==> config.mk <==
export PLATFORM = sky130hd
export DESIGN_NAME = ctrl_pipe
export DESIGN_NICKNAME = d
export VERILOG_FILES = /design/src/rtl/ctrl_pipe_pkg.sv /design/src/rtl/ctrl_decode.sv /design/src/rtl/ctrl_pipe.sv
export SDC_FILE = /design/constraint.sdc
export NUM_CORES = 1
export LEC_CHECK = 0
export CAP_MARGIN = 20
export CORE_MARGIN = 2
export CORE_UTILIZATION = 47
export DETAILED_ROUTE_END_ITERATION = 12
export GPL_ROUTABILITY_DRIVEN = 0
export PLACE_DENSITY_LB_ADDON = 0.05
export SLEW_MARGIN = 25
export SYNTH_ARGS = -nofsm -noshare
export SYNTH_HDL_FRONTEND = slang
export SYNTH_SLANG_ARGS = --single-unit
==> constraint.sdc <==
create_clock -name clk -period 4.3 [get_ports clk]
set_clock_uncertainty 0.1 [all_clocks]
set_input_delay 0.43 -clock clk [delete_from_list [all_inputs] [get_ports clk]]
set_output_delay 0.43 -clock clk [all_outputs]
set_load 0.02 [all_outputs]
==> src/rtl/ctrl_pipe_pkg.sv <==
// Shared control encodings and control-bundle layouts for the decode, ALU-decode and hazard logic.
package ctrl_pipe_pkg;

  localparam int unsigned OP_W    = 7;
  localparam int unsigned F3_W    = 3;
  localparam int unsigned IMM_W   = 3;
  localparam int unsigned RES_W   = 2;
  localparam int unsigned ALUOP_W = 2;

  localparam logic [OP_W-1:0] OP_LOAD   = 7'b0000011;
  localparam logic [OP_W-1:0] OP_STORE  = 7'b0100011;
  localparam logic [OP_W-1:0] OP_RTYPE  = 7'b0110011;
  localparam logic [OP_W-1:0] OP_ITYPE  = 7'b0010011;
  localparam logic [OP_W-1:0] OP_BRANCH = 7'b1100011;
  localparam logic [OP_W-1:0] OP_JAL    = 7'b1101111;
  localparam logic [OP_W-1:0] OP_LUI    = 7'b0110111;
  localparam logic [OP_W-1:0] OP_AUIPC  = 7'b0010111;
  localparam logic [OP_W-1:0] OP_JALR   = 7'b1100111;

  localparam logic [F3_W-1:0] F3_BEQ = 3'b000;
  localparam logic [F3_W-1:0] F3_BNE = 3'b001;

  localparam logic [IMM_W-1:0] IMM_I = 3'b000;
  localparam logic [IMM_W-1:0] IMM_S = 3'b001;
  localparam logic [IMM_W-1:0] IMM_B = 3'b010;
  localparam logic [IMM_W-1:0] IMM_J = 3'b011;
  localparam logic [IMM_W-1:0] IMM_U = 3'b100;

  localparam logic [RES_W-1:0] RES_ALU = 2'b00;
  localparam logic [RES_W-1:0] RES_MEM = 2'b01;
  localparam logic [RES_W-1:0] RES_PC4 = 2'b10;
  localparam logic [RES_W-1:0] RES_IMM = 2'b11;

  localparam logic [ALUOP_W-1:0] ALU_ADD   = 2'b00;
  localparam logic [ALUOP_W-1:0] ALU_SUB   = 2'b01;
  localparam logic [ALUOP_W-1:0] ALU_FUNCT = 2'b10;

  typedef struct packed {
    logic               reg_write;
    logic               mem_write;
    logic [RES_W-1:0]   result_src;
    logic               branch;
    logic               branch_ne;
    logic               jump;
    logic               jump_reg;
    logic               alu_src;
    logic               alu_src_a;
    logic [ALUOP_W-1:0] alu_op;
  } ctrl_e_t;

  typedef struct packed {
    logic             reg_write;
    logic             mem_write;
    logic [RES_W-1:0] result_src;
  } ctrl_m_t;

  typedef struct packed {
    logic             reg_write;
    logic [RES_W-1:0] result_src;
  } ctrl_w_t;

  function automatic ctrl_m_t e_to_m(input ctrl_e_t e);
    ctrl_m_t m;
    m.reg_write  = e.reg_write;
    m.mem_write  = e.mem_write;
    m.result_src = e.result_src;
    return m;
  endfunction

  function automatic ctrl_w_t m_to_w(input ctrl_m_t m);
    ctrl_w_t w;
    w.reg_write  = m.reg_write;
    w.result_src = m.result_src;
    return w;
  endfunction

endpackage

==> src/rtl/ctrl_decode.sv <==
// Combinational main decoder: opcode/funct3 to immediate type, legality and Execute control bundle.
module ctrl_decode
  import ctrl_pipe_pkg::*;
#(
  parameter int unsigned EXT_OPS = 1
) (
  input  logic [OP_W-1:0]  opD,
  input  logic [F3_W-1:0]  funct3D,
  input  logic             validD,
  output logic [IMM_W-1:0] ImmSrcD,
  output logic             IllegalD,
  output ctrl_e_t          o_ctrl
);

  ctrl_e_t          w_ctrl;
  logic [IMM_W-1:0] w_imm;
  logic             w_legal;
  logic             w_use;

  always_comb begin
    w_ctrl  = '0;
    w_imm   = IMM_I;
    w_legal = 1'b1;
    case (opD)
      OP_LOAD: begin
        w_ctrl.reg_write  = 1'b1;
        w_ctrl.alu_src    = 1'b1;
        w_ctrl.result_src = RES_MEM;
      end
      OP_STORE: begin
        w_imm            = IMM_S;
        w_ctrl.alu_src   = 1'b1;
        w_ctrl.mem_write = 1'b1;
      end
      OP_RTYPE: begin
        w_ctrl.reg_write = 1'b1;
        w_ctrl.alu_op    = ALU_FUNCT;
      end
      OP_ITYPE: begin
        w_ctrl.reg_write = 1'b1;
        w_ctrl.alu_src   = 1'b1;
        w_ctrl.alu_op    = ALU_FUNCT;
      end
      OP_BRANCH: begin
        w_imm         = IMM_B;
        w_ctrl.alu_op = ALU_SUB;
        w_ctrl.branch = 1'b1;
        if (funct3D == F3_BNE && EXT_OPS != 0) w_ctrl.branch_ne = 1'b1;
        else if (funct3D != F3_BEQ)            w_legal = 1'b0;
      end
      OP_JAL: begin
        w_imm             = IMM_J;
        w_ctrl.reg_write  = 1'b1;
        w_ctrl.jump       = 1'b1;
        w_ctrl.result_src = RES_PC4;
      end
      OP_LUI: begin
        w_imm             = IMM_U;
        w_ctrl.reg_write  = 1'b1;
        w_ctrl.result_src = RES_IMM;
        w_legal           = (EXT_OPS != 0);
      end
      OP_AUIPC: begin
        w_imm            = IMM_U;
        w_ctrl.reg_write = 1'b1;
        w_ctrl.alu_src   = 1'b1;
        w_ctrl.alu_src_a = 1'b1;
        w_legal          = (EXT_OPS != 0);
      end
      OP_JALR: begin
        w_ctrl.reg_write  = 1'b1;
        w_ctrl.alu_src    = 1'b1;
        w_ctrl.jump_reg   = 1'b1;
        w_ctrl.result_src = RES_PC4;
        w_legal           = (EXT_OPS != 0);
      end
      default: w_legal = 1'b0;
    endcase
  end

  // Bubbles and illegal encodings collapse to the all-zero bundle.
  assign w_use    = validD & w_legal;
  assign ImmSrcD  = w_use ? w_imm : IMM_I;
  assign o_ctrl   = w_use ? w_ctrl : '0;
  assign IllegalD = validD & ~w_legal;

endmodule

==> src/rtl/ctrl_pipe.sv <==
// Control path: decode plus ID/EX, EX/MEM, MEM/WB control registers and a saturating illegal-op counter.
module ctrl_pipe
  import ctrl_pipe_pkg::*;
#(
  parameter int unsigned EXT_OPS   = 1,
  parameter int unsigned ILL_CNT_W = 8
) (
  input  logic                 clk,
  input  logic                 reset_n,
  input  logic [OP_W-1:0]      opD,
  input  logic [F3_W-1:0]      funct3D,
  input  logic                 validD,
  input  logic                 StallE,
  input  logic                 FlushE,
  output logic [IMM_W-1:0]     ImmSrcD,
  output logic                 IllegalD,
  output logic                 RegWriteE,
  output logic                 MemWriteE,
  output logic                 BranchE,
  output logic                 BranchNeE,
  output logic                 JumpE,
  output logic                 JumpRegE,
  output logic                 ALUSrcE,
  output logic                 ALUSrcAE,
  output logic [ALUOP_W-1:0]   ALUOpE,
  output logic [RES_W-1:0]     ResultSrcE,
  output logic [RES_W-1:0]     ResultSrcM,
  output logic [RES_W-1:0]     ResultSrcW,
  output logic                 RegWriteM,
  output logic                 MemWriteM,
  output logic                 RegWriteW,
  output logic [ILL_CNT_W-1:0] IllCnt
);

  ctrl_e_t              w_ctrl_d;
  ctrl_e_t              r_e;
  ctrl_m_t              r_m;
  ctrl_w_t              r_w;
  logic [ILL_CNT_W-1:0] r_ill_cnt;

  ctrl_decode #(.EXT_OPS(EXT_OPS)) u_decode (
    .opD      (opD),
    .funct3D  (funct3D),
    .validD   (validD),
    .ImmSrcD  (ImmSrcD),
    .IllegalD (IllegalD),
    .o_ctrl   (w_ctrl_d)
  );

  // Flush beats stall; a stall holds E and pushes a bubble into Memory.
  always_ff @(posedge clk or negedge reset_n) begin
    if (!reset_n) begin
      r_e       <= '0;
      r_m       <= '0;
      r_w       <= '0;
      r_ill_cnt <= '0;
    end else begin
      if (FlushE)       r_e <= '0;
      else if (!StallE) r_e <= w_ctrl_d;
      r_m <= StallE ? '0 : e_to_m(r_e);
      r_w <= m_to_w(r_m);
      if (!FlushE && !StallE && IllegalD && (r_ill_cnt != '1))
        r_ill_cnt <= r_ill_cnt + ILL_CNT_W'(1);
    end
  end

  assign RegWriteE  = r_e.reg_write;
  assign MemWriteE  = r_e.mem_write;
  assign BranchE    = r_e.branch;
  assign BranchNeE  = r_e.branch_ne;
  assign JumpE      = r_e.jump;
  assign JumpRegE   = r_e.jump_reg;
  assign ALUSrcE    = r_e.alu_src;
  assign ALUSrcAE   = r_e.alu_src_a;
  assign ALUOpE     = r_e.alu_op;
  assign ResultSrcE = r_e.result_src;
  assign RegWriteM  = r_m.reg_write;
  assign MemWriteM  = r_m.mem_write;
  assign ResultSrcM = r_m.result_src;
  assign RegWriteW  = r_w.reg_write;
  assign ResultSrcW = r_w.result_src;
  assign IllCnt     = r_ill_cnt;

endmodule

; ---- After elaboration in Yosys (flattened, before gate mapping)
; Cells that the tools add are included.
[op_classes]
eq_ne = 12
reduce_logical = 12
add_sub_neg = 1
n_bitwise = 3
mux = 19
[op_table]
columns = op, count
row1 = $mux W12, 3
row2 = $eq A7 B6 Y1 const B, 3
row3 = $eq A7 B7 Y1 const B, 3
row4 = $eq A7 B5 Y1 const B, 2
row5 = $pmux W3 S4, 1
row6 = $mux W1, 9
row7 = $add A8 B1 Y8 const B, 1
row8 = $ne A8 B8 Y1 const B, 1
row9 = $reduce_or A8 Y1, 1
row10 = $eq A7 B2 Y1 const B, 1
row11 = $reduce_or A7 Y1, 1
row12 = $pmux W2 S3, 1
row13 = $reduce_or A2 Y1, 3
row14 = $reduce_or A5 Y1, 1
row15 = $mux W4, 1
row16 = $pmux W2 S2, 1
row17 = $eq A3 B1 Y1 const B, 1
row18 = $logic_and A1 B1 Y1, 3
row19 = $mux W3, 1
row20 = $reduce_bool A3 Y1, 1
row21 = $and A1 B1 Y1, 2
row22 = $logic_not A1 Y1, 2
row23 = $mux W2, 1
row24 = $ne A2 B1 Y1 const B, 1
row25 = other kinds (2), 2
[word_totals]
reg_bits = 27
out_inout_bits = 31

; ---- Longest topological paths before layout
; Gate-level depths: netlist (run 1).
[depth]
ltp_word = 8
depth_mapped = 6

; ---- Modules after synthesis
; A second synthesis (run 1) with hierarchy kept.
[hier_totals]
cells_unflattened = 143
area_unflattened_um2 = 1458.9
[modules_own_cells]
columns = mod, instances, area_per_inst_um2, seq_area_each_um2, cells_per_inst
row1 = ctrl_pipe, 1, 1122.3, 675.6, 89
row2 = ctrl_decode, 1, 336.6, 0.0, 54

; ---- Worst setup path before layout (run 1)
; Ideal clock, no wire load.
[synth_timing]
kind = input port to output port
startpoint = in opD[4]
endpoint = out ImmSrcD[1]
arrival_ps = 1624
n_path_buf = 1
path_stages = 5
slack_ps = 2146
cell_sequence = buf_6 and4b_1 o221ai_4 o21a_1 nor3_1
[synth_via]
elab_chain_len = 5
elab_cells_between_ends = 15
classes_between = eq/ne: 9 / mux: 3 / bitwise: 1 / reduce/logical: 2
[synth_lines]
columns = element, line
row1 = start: declaration, ctrl_pipe.sv:10  ; input logic [OP_W-1:0] opD,
row2 = $eq A7 B6 Y1 (tied with other cells), ctrl_decode.sv:24  ; case (opD)
row3 = $reduce_or A8 Y1 (no source line), -
row4 = $pmux W1 S2, ctrl_decode.sv:24
row5 = $and A1 B1 Y1, ctrl_decode.sv:82  ; assign w_use = validD & w_legal;
row6 = $mux W3 (*), ctrl_decode.sv:83  ; assign ImmSrcD = w_use ? w_imm : IMM_I;
row7 = end: declaration, ctrl_pipe.sv:15  ; output logic [IMM_W-1:0] ImmSrcD,
; Mark *: on every way between the ends. The rest lies on a longest branch, timed or not.

; ---- Worst setup path in the final report (run 1)
; Same ends and word-level chain as after synthesis.

==> summary.md, run 1 <==
| Metric | Value |
|---|---|
| Worst Hold Class | `reg -> reg` |
| Fillers | `213` |
| Final hold violations | `0` |
| Min cycle time layout | `3.08 ns` |
| Worst setup EP type | `primary output` |
| I/O Pins | `46` |
| Unrepaired setup endpoints after global routing | `no` |
| Die area | `3160 um2` |
| Starting DRT DRC Count | `28` |
| Hold_buf cts | `0` |
| Yosys cell types | `36` |
| FFs w/ async S/R, synth | `100%` |
| Core Box Area | `2520 um2` |
| Num CTS Buffers | `3` |
| Drt total wl | `2.70 mm` |
| Share of the synthesized area in the top cell type | `50.8%` |
| Number of synthesized register bits | `26` |
| Post-route cell area | `1780 um2` |
| CTS Root Cell | `clkbuf_4` |
| Power consumption | `610 uW` |
| Area of the mapped netlist | `1280 um2` |
| # port buffers | `45` |
| Final Core Density | `70.5%` |
| Syn_nets | `138` |
| Cells after DPL | `191` |
| Clock Latency Late Sink | `0.32 ns` |
| F_max | `325 MHz` |
| Status | `completed` |
| Post-synthesis sequential area ratio | `50.8%` |
| Per-cell routed wire length | `13.8 um` |
| Crit start category | `input port` |
| Fin cells | `195` |
| Dominant cells by area after synthesis | `dfrtp_1 51%, nand2_1 4.4%, xor2_1 4.1%, nor2_1 2.9%, nor2b_1 2.9%` |
| First-pass GRT wire length | `4.74 mm` |
| Total of max-cap violations | `0` |
| Die Wd | `56.2 um` |
| Power Dens Cells | `343 nW/um2` |
| HP Start | `ResultSrcM[0]$_DFF_PN0_` |
| Fin crit share | `71.6%` |
| Crit Path Class | `in -> out` |
| Synth top cells by count | `26 x dfrtp_1, 15 x nand2_1, 10 x nor2_1` |
| Area after DPL | `1730 um2` |
| Top_reg_cell synth | `dfrtp_1` |
| Via density per instance | `5.48` |
| Drt drc | `0` |
| Post-route antenna net violation count | `0` |
| Starting Density | `50.7%` |
| Final number of max-transition violations | `0` |
| N_diodes | `0` |
| CTS tree | `yes` |
| Dpl hpwl | `2.10 mm` |
| Setup violators final | `0` |
| Maximum number of pins on one net before global-route repair | `27` |
| CTS sink cnt | `26` |
| Number of post-CTS setup repair buffers | `0` |
| Vias post-DR | `1069` |
| EDFF count, synth | `0` |
| H-tree depth | `1` |
| FP Rows | `18` |
| 1st-pass router iterations | `4` |
| Setup TNS Final | `0 ns` |
| Critical path required time | `3.77 ns` |
| VDD IR max | `0.333 mV` |
| Grt ovf | `0` |
| Synthesized area per cell | `10.5 um2` |
| Reg-to-reg startpoint | `IllCnt[0]$_DFFE_PN0P_` |
| CP startpoint | `opD[4]` |
| Worst slew pin tran | `0.759 ns` |
| Yosys Warn Count | `0` |
| LEAKAGE | `0.000765 uW` |
| Layout cell share with drive strength beyond 1 | `7.88%` |
| Post-synth top area cell | `dfrtp_1` |
| Post-Synthesis Cells | `122` |
| Crit-path max FO | `10` |
| Die height | `56.2 um` |
| Antenna violations before repair | `0` |
| Most common cell in the netlist | `dfrtp_1` |
| Maximum root-to-sink buffer count | `2` |
| Gr usage total | `19.1%` |
| Cts repair resizes | `0` |
| Arrival @ worst endpoint | `2.55 ns` |
| Slew HR | `49.3%` |
| Clk slew on worst S/H paths | `0.14 ns` |
| Synth-to-layout area growth | `39.0%` |
| Vias in the first global route | `1038` |
| Final nets | `182` |
==> layer usage <==
| layer | up-vias | global-route usage (%) | part of all wire, % |
|---|---|---|---|
| met1 | 509 | 25.8 | 45 |
| met4 | 0 | 7.14 | 1.3 |
| li1 | 509 | - | - |
| met5 | - | 0 | 0 |
| met3 | 4 | 3.49 | 6.3 |
| met2 | 47 | 30.4 | 47 |
==> registers in the layout, summed over array words and instances (netlist names) <==
| register | cells |
|---|---|
| IllCnt | 8 |
| ResultSrcE | 2 |
| ResultSrcM | 2 |
| ResultSrcW | 2 |
| ALUOpE | 1 |
| ALUSrcAE | 1 |
| ALUSrcE | 1 |
| BranchE | 1 |
| BranchNeE | 1 |
| JumpE | 1 |
| JumpRegE | 1 |
| MemWriteE | 1 |
| MemWriteM | 1 |
| RegWriteE | 1 |
| RegWriteM | 1 |
| RegWriteW | 1 |
==> critical path, stage by stage <==
cell and delay (ns):
clkdlybuf4s50_1 0.58, and4b_1 0.39, o221ai_4 0.13, o21a_1 0.16, nor3_1 0.22, clkdlybuf4s50_1 0.64
==> cells in the final DEF (no fill, tap or decap), types with 2 or more instances in the layout <==
cell type,instances
xor2_1,6
o31ai_1,2
a21oi_1,3
nor2b_1,6
nor3_1,3
nand2b_1,2
nor2_1,10
nor3_2,3
nand2_1,15
o21a_1,2
dfrtp_1,26
a22o_1,3
and3_1,2
clkdlybuf4s50_1,45
nand3_1,7
and2_1,4
clkbuf_4,3
a32o_1,2
o21ai_0,4
==> final cells by class <==
type / instances / area [um2] / area share, %
Inverter: 1 / 3.75 / 0.211
Clock buffer: 3 / 22.5 / 1.27
Sequential cell: 26 / 651 / 36.6
Clock inverter: 1 / 30.0 / 1.69
Timing Repair Buffer: 46 / 458 / 25.7
Multi-Input combinational cell: 88 / 577 / 32.4
Tap cell: 30 / 37.5 / 2.11
==> path summary, 6_finish.rpt <==
check,end,slack (ns),cells after the start
worst max-delay path,ImmSrcD[1],1.22,6
worst min-delay path,ResultSrcW[0]$_DFF_PN0_,0.29,0
worst max register to register,IllCnt[1]$_DFFE_PN0P_,2.63,5
worst min register to register,ResultSrcW[0]$_DFF_PN0_,0.29,0
max in group asynchronous,RegWriteW$_DFF_PN0_,3.50,2
min in group asynchronous,IllCnt[5]$_DFFE_PN0P_,0.35,2
==> power breakdown <==
| part | switching, uW | leakage, uW | internal (uW) | total (uW) |
|---|---|---|---|---|
| Clock | 74.6 | 0.0000279 | 94.2 | 169 |
| Sequential | 27.6 | 0.000356 | 265 | 292 |
| Combinational | 77.1 | 0.000382 | 71.7 | 149 |
==> kinds of logic (layout without fill, tap and decap cells) <==
group,count (synthesis),count (layout),share of synthesized area (%)
flip-flops,26,26,50.8
buffers and inverters,8,51,4.10
multiplexers,2,2,1.66
XOR/XNOR,7,7,4.79
AO/OA/AOI/OAI,21,21,14.2
adder cells (fa/ha/maj),1,1,0.977
AND/OR/NAND/NOR,57,57,23.5
==> through the flow <==
stage	hold slack [ns]	setup WS, ns
global placement	0.258	1.26
global route	0.321	1.12
CTS	0.297	1.23
detailed placement	0.263	1.25
finish	0.293	1.22
floorplan	0.0344	2.15
Power figures use the tool's default switching activity.
==> run 2: changes to the inputs <==
CORE_UTILIZATION = 44   (was 47)
clock period = 3.1 ns   (was 4.3 ns; I/O delays follow)
==> summary.md, run 2 (synthesized netlist as in run 1, its figures left out) <==
| Metric | Value |
|---|---|
| Slowest stage delay, CP | `0.63 ns (about the same)` |
| CP max stage cell | `clkdlybuf4s50_1` |
| Reg-to-reg startpoint | `IllCnt[0]$_DFFE_PN0P_` |
| Crit start category | `input port` |
| Max reg flops | `8 (unchanged)` |
| Worst setup EP type | `primary output` |
| Setup violators final | `0 (unchanged)` |
| Vias in the first global route | `1013 (-2.4%)` |
| FP Rows | `19 (+1)` |
| First-pass GRT wire length | `4.71 mm (-0.74%)` |
| Worst Reg-to-Reg Cells | `5 (unchanged)` |
| N_diodes | `0 (unchanged)` |
| Min cycle time layout | `2.78 ns` |
| Total of max-cap violations | `0 (unchanged)` |
| Per-cell routed wire length | `13.6 um (-1.5%)` |
| Hold_buf cts | `0 (unchanged)` |
| Critical path required time | `2.69 ns (-1.08 ns)` |
| Setup TNS Final | `0 ns (unchanged)` |
| CTS sink cnt | `26 (unchanged)` |
| 1st-pass router iterations | `4 (unchanged)` |
| Power Dens Cells | `444 nW/um2 (+30%)` |
| Fin crit share | `89.6%` |
| Critical path depth | `6 (unchanged)` |
| Commonest non-fill, non-tap cell in the layout | `clkdlybuf4s50_1` |
| Worst Path Buf+Inv | `2 (unchanged)` |
| CTS tree | `yes` |
| RR Endpoint | `IllCnt[1]$_DFFE_PN0P_` |
| Synth-to-layout area growth | `38.4%` |
| CTS Root Cell | `clkbuf_4` |
| Final nets | `183 (+0.55%)` |
| Worst slew pin tran | `0.725 ns (-0.0343 ns)` |
| Delay-heaviest family, CP | `buffers and inverters` |
| Via density per instance | `5.30 (-3.3%)` |
| Drt drc | `0 (unchanged)` |
| Arrival @ worst endpoint | `2.37 ns (-0.18 ns)` |
| Maximum number of pins on one net before global-route repair | `27 (unchanged)` |
| Clock Latency Late Sink | `0.33 ns (about the same)` |
| Worst Hold Class | `in -> async` |
| CP cell instances | `clkdlybuf4s50_1 -> and4b_1 -> o221ai_4 -> o21a_1 -> nor3_1 -> clkdlybuf4s50_1` |
| VDD IR max | `0.398 mV (+19%)` |
| Maximum root-to-sink buffer count | `2 (unchanged)` |
| Starting Density | `46.4% (-4.3 points)` |
| Clk slew on worst S/H paths | `0.14 ns (about the same)` |
| H-tree depth | `1 (unchanged)` |
| Crit-path max FO | `9 (-1)` |
| Cts repair resizes | `0 (unchanged)` |
| Area after DPL | `1740 um2 (+0.51%)` |
| Layout cell share with drive strength beyond 1 | `8.43% (+0.55 points)` |
| Most frequent cells in the layout | `45 x clkdlybuf4s50_1, 26 x dfrtp_1, 15 x nand2_1, 10 x nor2_1, 7 x nand3_1` |
| Die Wd | `57.9 um (+3.1%)` |
| Num CTS Buffers | `3 (unchanged)` |
| Post-route antenna net violation count | `0 (unchanged)` |
| Post-route cell area | `1770 um2 (-0.42%)` |
| I/O Pins | `46 (unchanged)` |
| Antenna violations before repair | `0 (unchanged)` |
| Unrepaired setup endpoints after global routing | `no` |
| Flop-to-flop setup slack | `1.42 ns (-1.21 ns)` |
| Power consumption | `787 uW (+29%)` |
| Core Box Area | `2760 um2 (+9.3%)` |
| Starting DRT DRC Count | `12 (-57%)` |
| Final hold violations | `0 (unchanged)` |
| # port buffers | `45 (unchanged)` |
| Vias post-DR | `1044 (-2.3%)` |
| Grt ovf | `0 (unchanged)` |
| Dpl hpwl | `2.12 mm (+0.92%)` |
| Number of post-CTS setup repair buffers | `0 (unchanged)` |
| Slew HR | `51.6% (+2.3 points)` |
| F_max | `360 MHz` |
| Status | `completed` |
| Gr usage total | `18.1% (-1.0 points)` |
| Final number of max-transition violations | `0 (unchanged)` |
| Die area | `3360 um2 (+6.3%)` |
| Drt total wl | `2.68 mm (-0.52%)` |
| Critical Path Most Common Cell | `clkdlybuf4s50_1` |
| Crit Path Class | `in -> out` |
| Die height | `57.9 um (+3.1%)` |
| LEAKAGE | `0.000763 uW (-0.28%)` |
-- run 2: changes by cell type in the layout (fill, tap and decap cells not counted), sizes merged --
cell    change
bufinv      -1
buf         +1
clkbuf      +1
-- run 2: area by class of cell --
cell class                 count  area (um2)
clock buffer                   4        36.3
fill                         245         986
inverter                       1        3.75
multi-input combinational     88         577
sequential                    26         651
tap                           31        38.8
timing repair buffer          47         465
-- run 2: worst max-delay path by stage --
stage                start          to  slack, ns
finish              opD[5]  ImmSrcD[1]       0.32
global route        opD[5]  ImmSrcD[1]       0.20
CTS                 opD[5]  ImmSrcD[1]       0.30
detailed placement  opD[5]  ImmSrcD[1]       0.33
global placement    opD[5]  ImmSrcD[1]       0.36
floorplan           opD[4]  ImmSrcD[1]       1.19
-- run 2: where the power goes --
part	switching [uW]	total, uW	internal (uW)
registers	38.5	405	367
clock network	105	177	72.0
logic	105	205	99.4
-- run 2: metrics by stage --
step,std cells,utilization (%),hold WS (ns),worst slack [ns]
CTS,197,64.2,0.239,0.301
global route,197,64.2,0.259,0.204
floorplan,122,-,-0.0856,1.19
global placement,193,62.9,0.256,0.357
finish,197,64.2,0.222,0.321
detailed placement,193,62.9,0.258,0.331
-- run 2: worst reg2reg max path: stages, from the launching register on --
cell      delay (ns)
dfrtp_1         0.43
ha_1            0.24
nand3_1         0.08
o21a_1          0.22
o211ai_4        0.16
mux2_1          0.36
-- run 2: routing by layer --
metal,share of wire (%),GRT usage (%),up-vias
met5,0,0,-
met4,1.4,4.98,0
met3,6.8,3.13,5
met2,45,28.1,39
met1,47,26.2,491
li1,-,-,509
==> run 3: changes to the inputs <==
GPL_TIMING_DRIVEN = 1   (was default)
==> results of run 3 <==
Same layout as run 2: the final DEF is identical, and so are final timing and power.
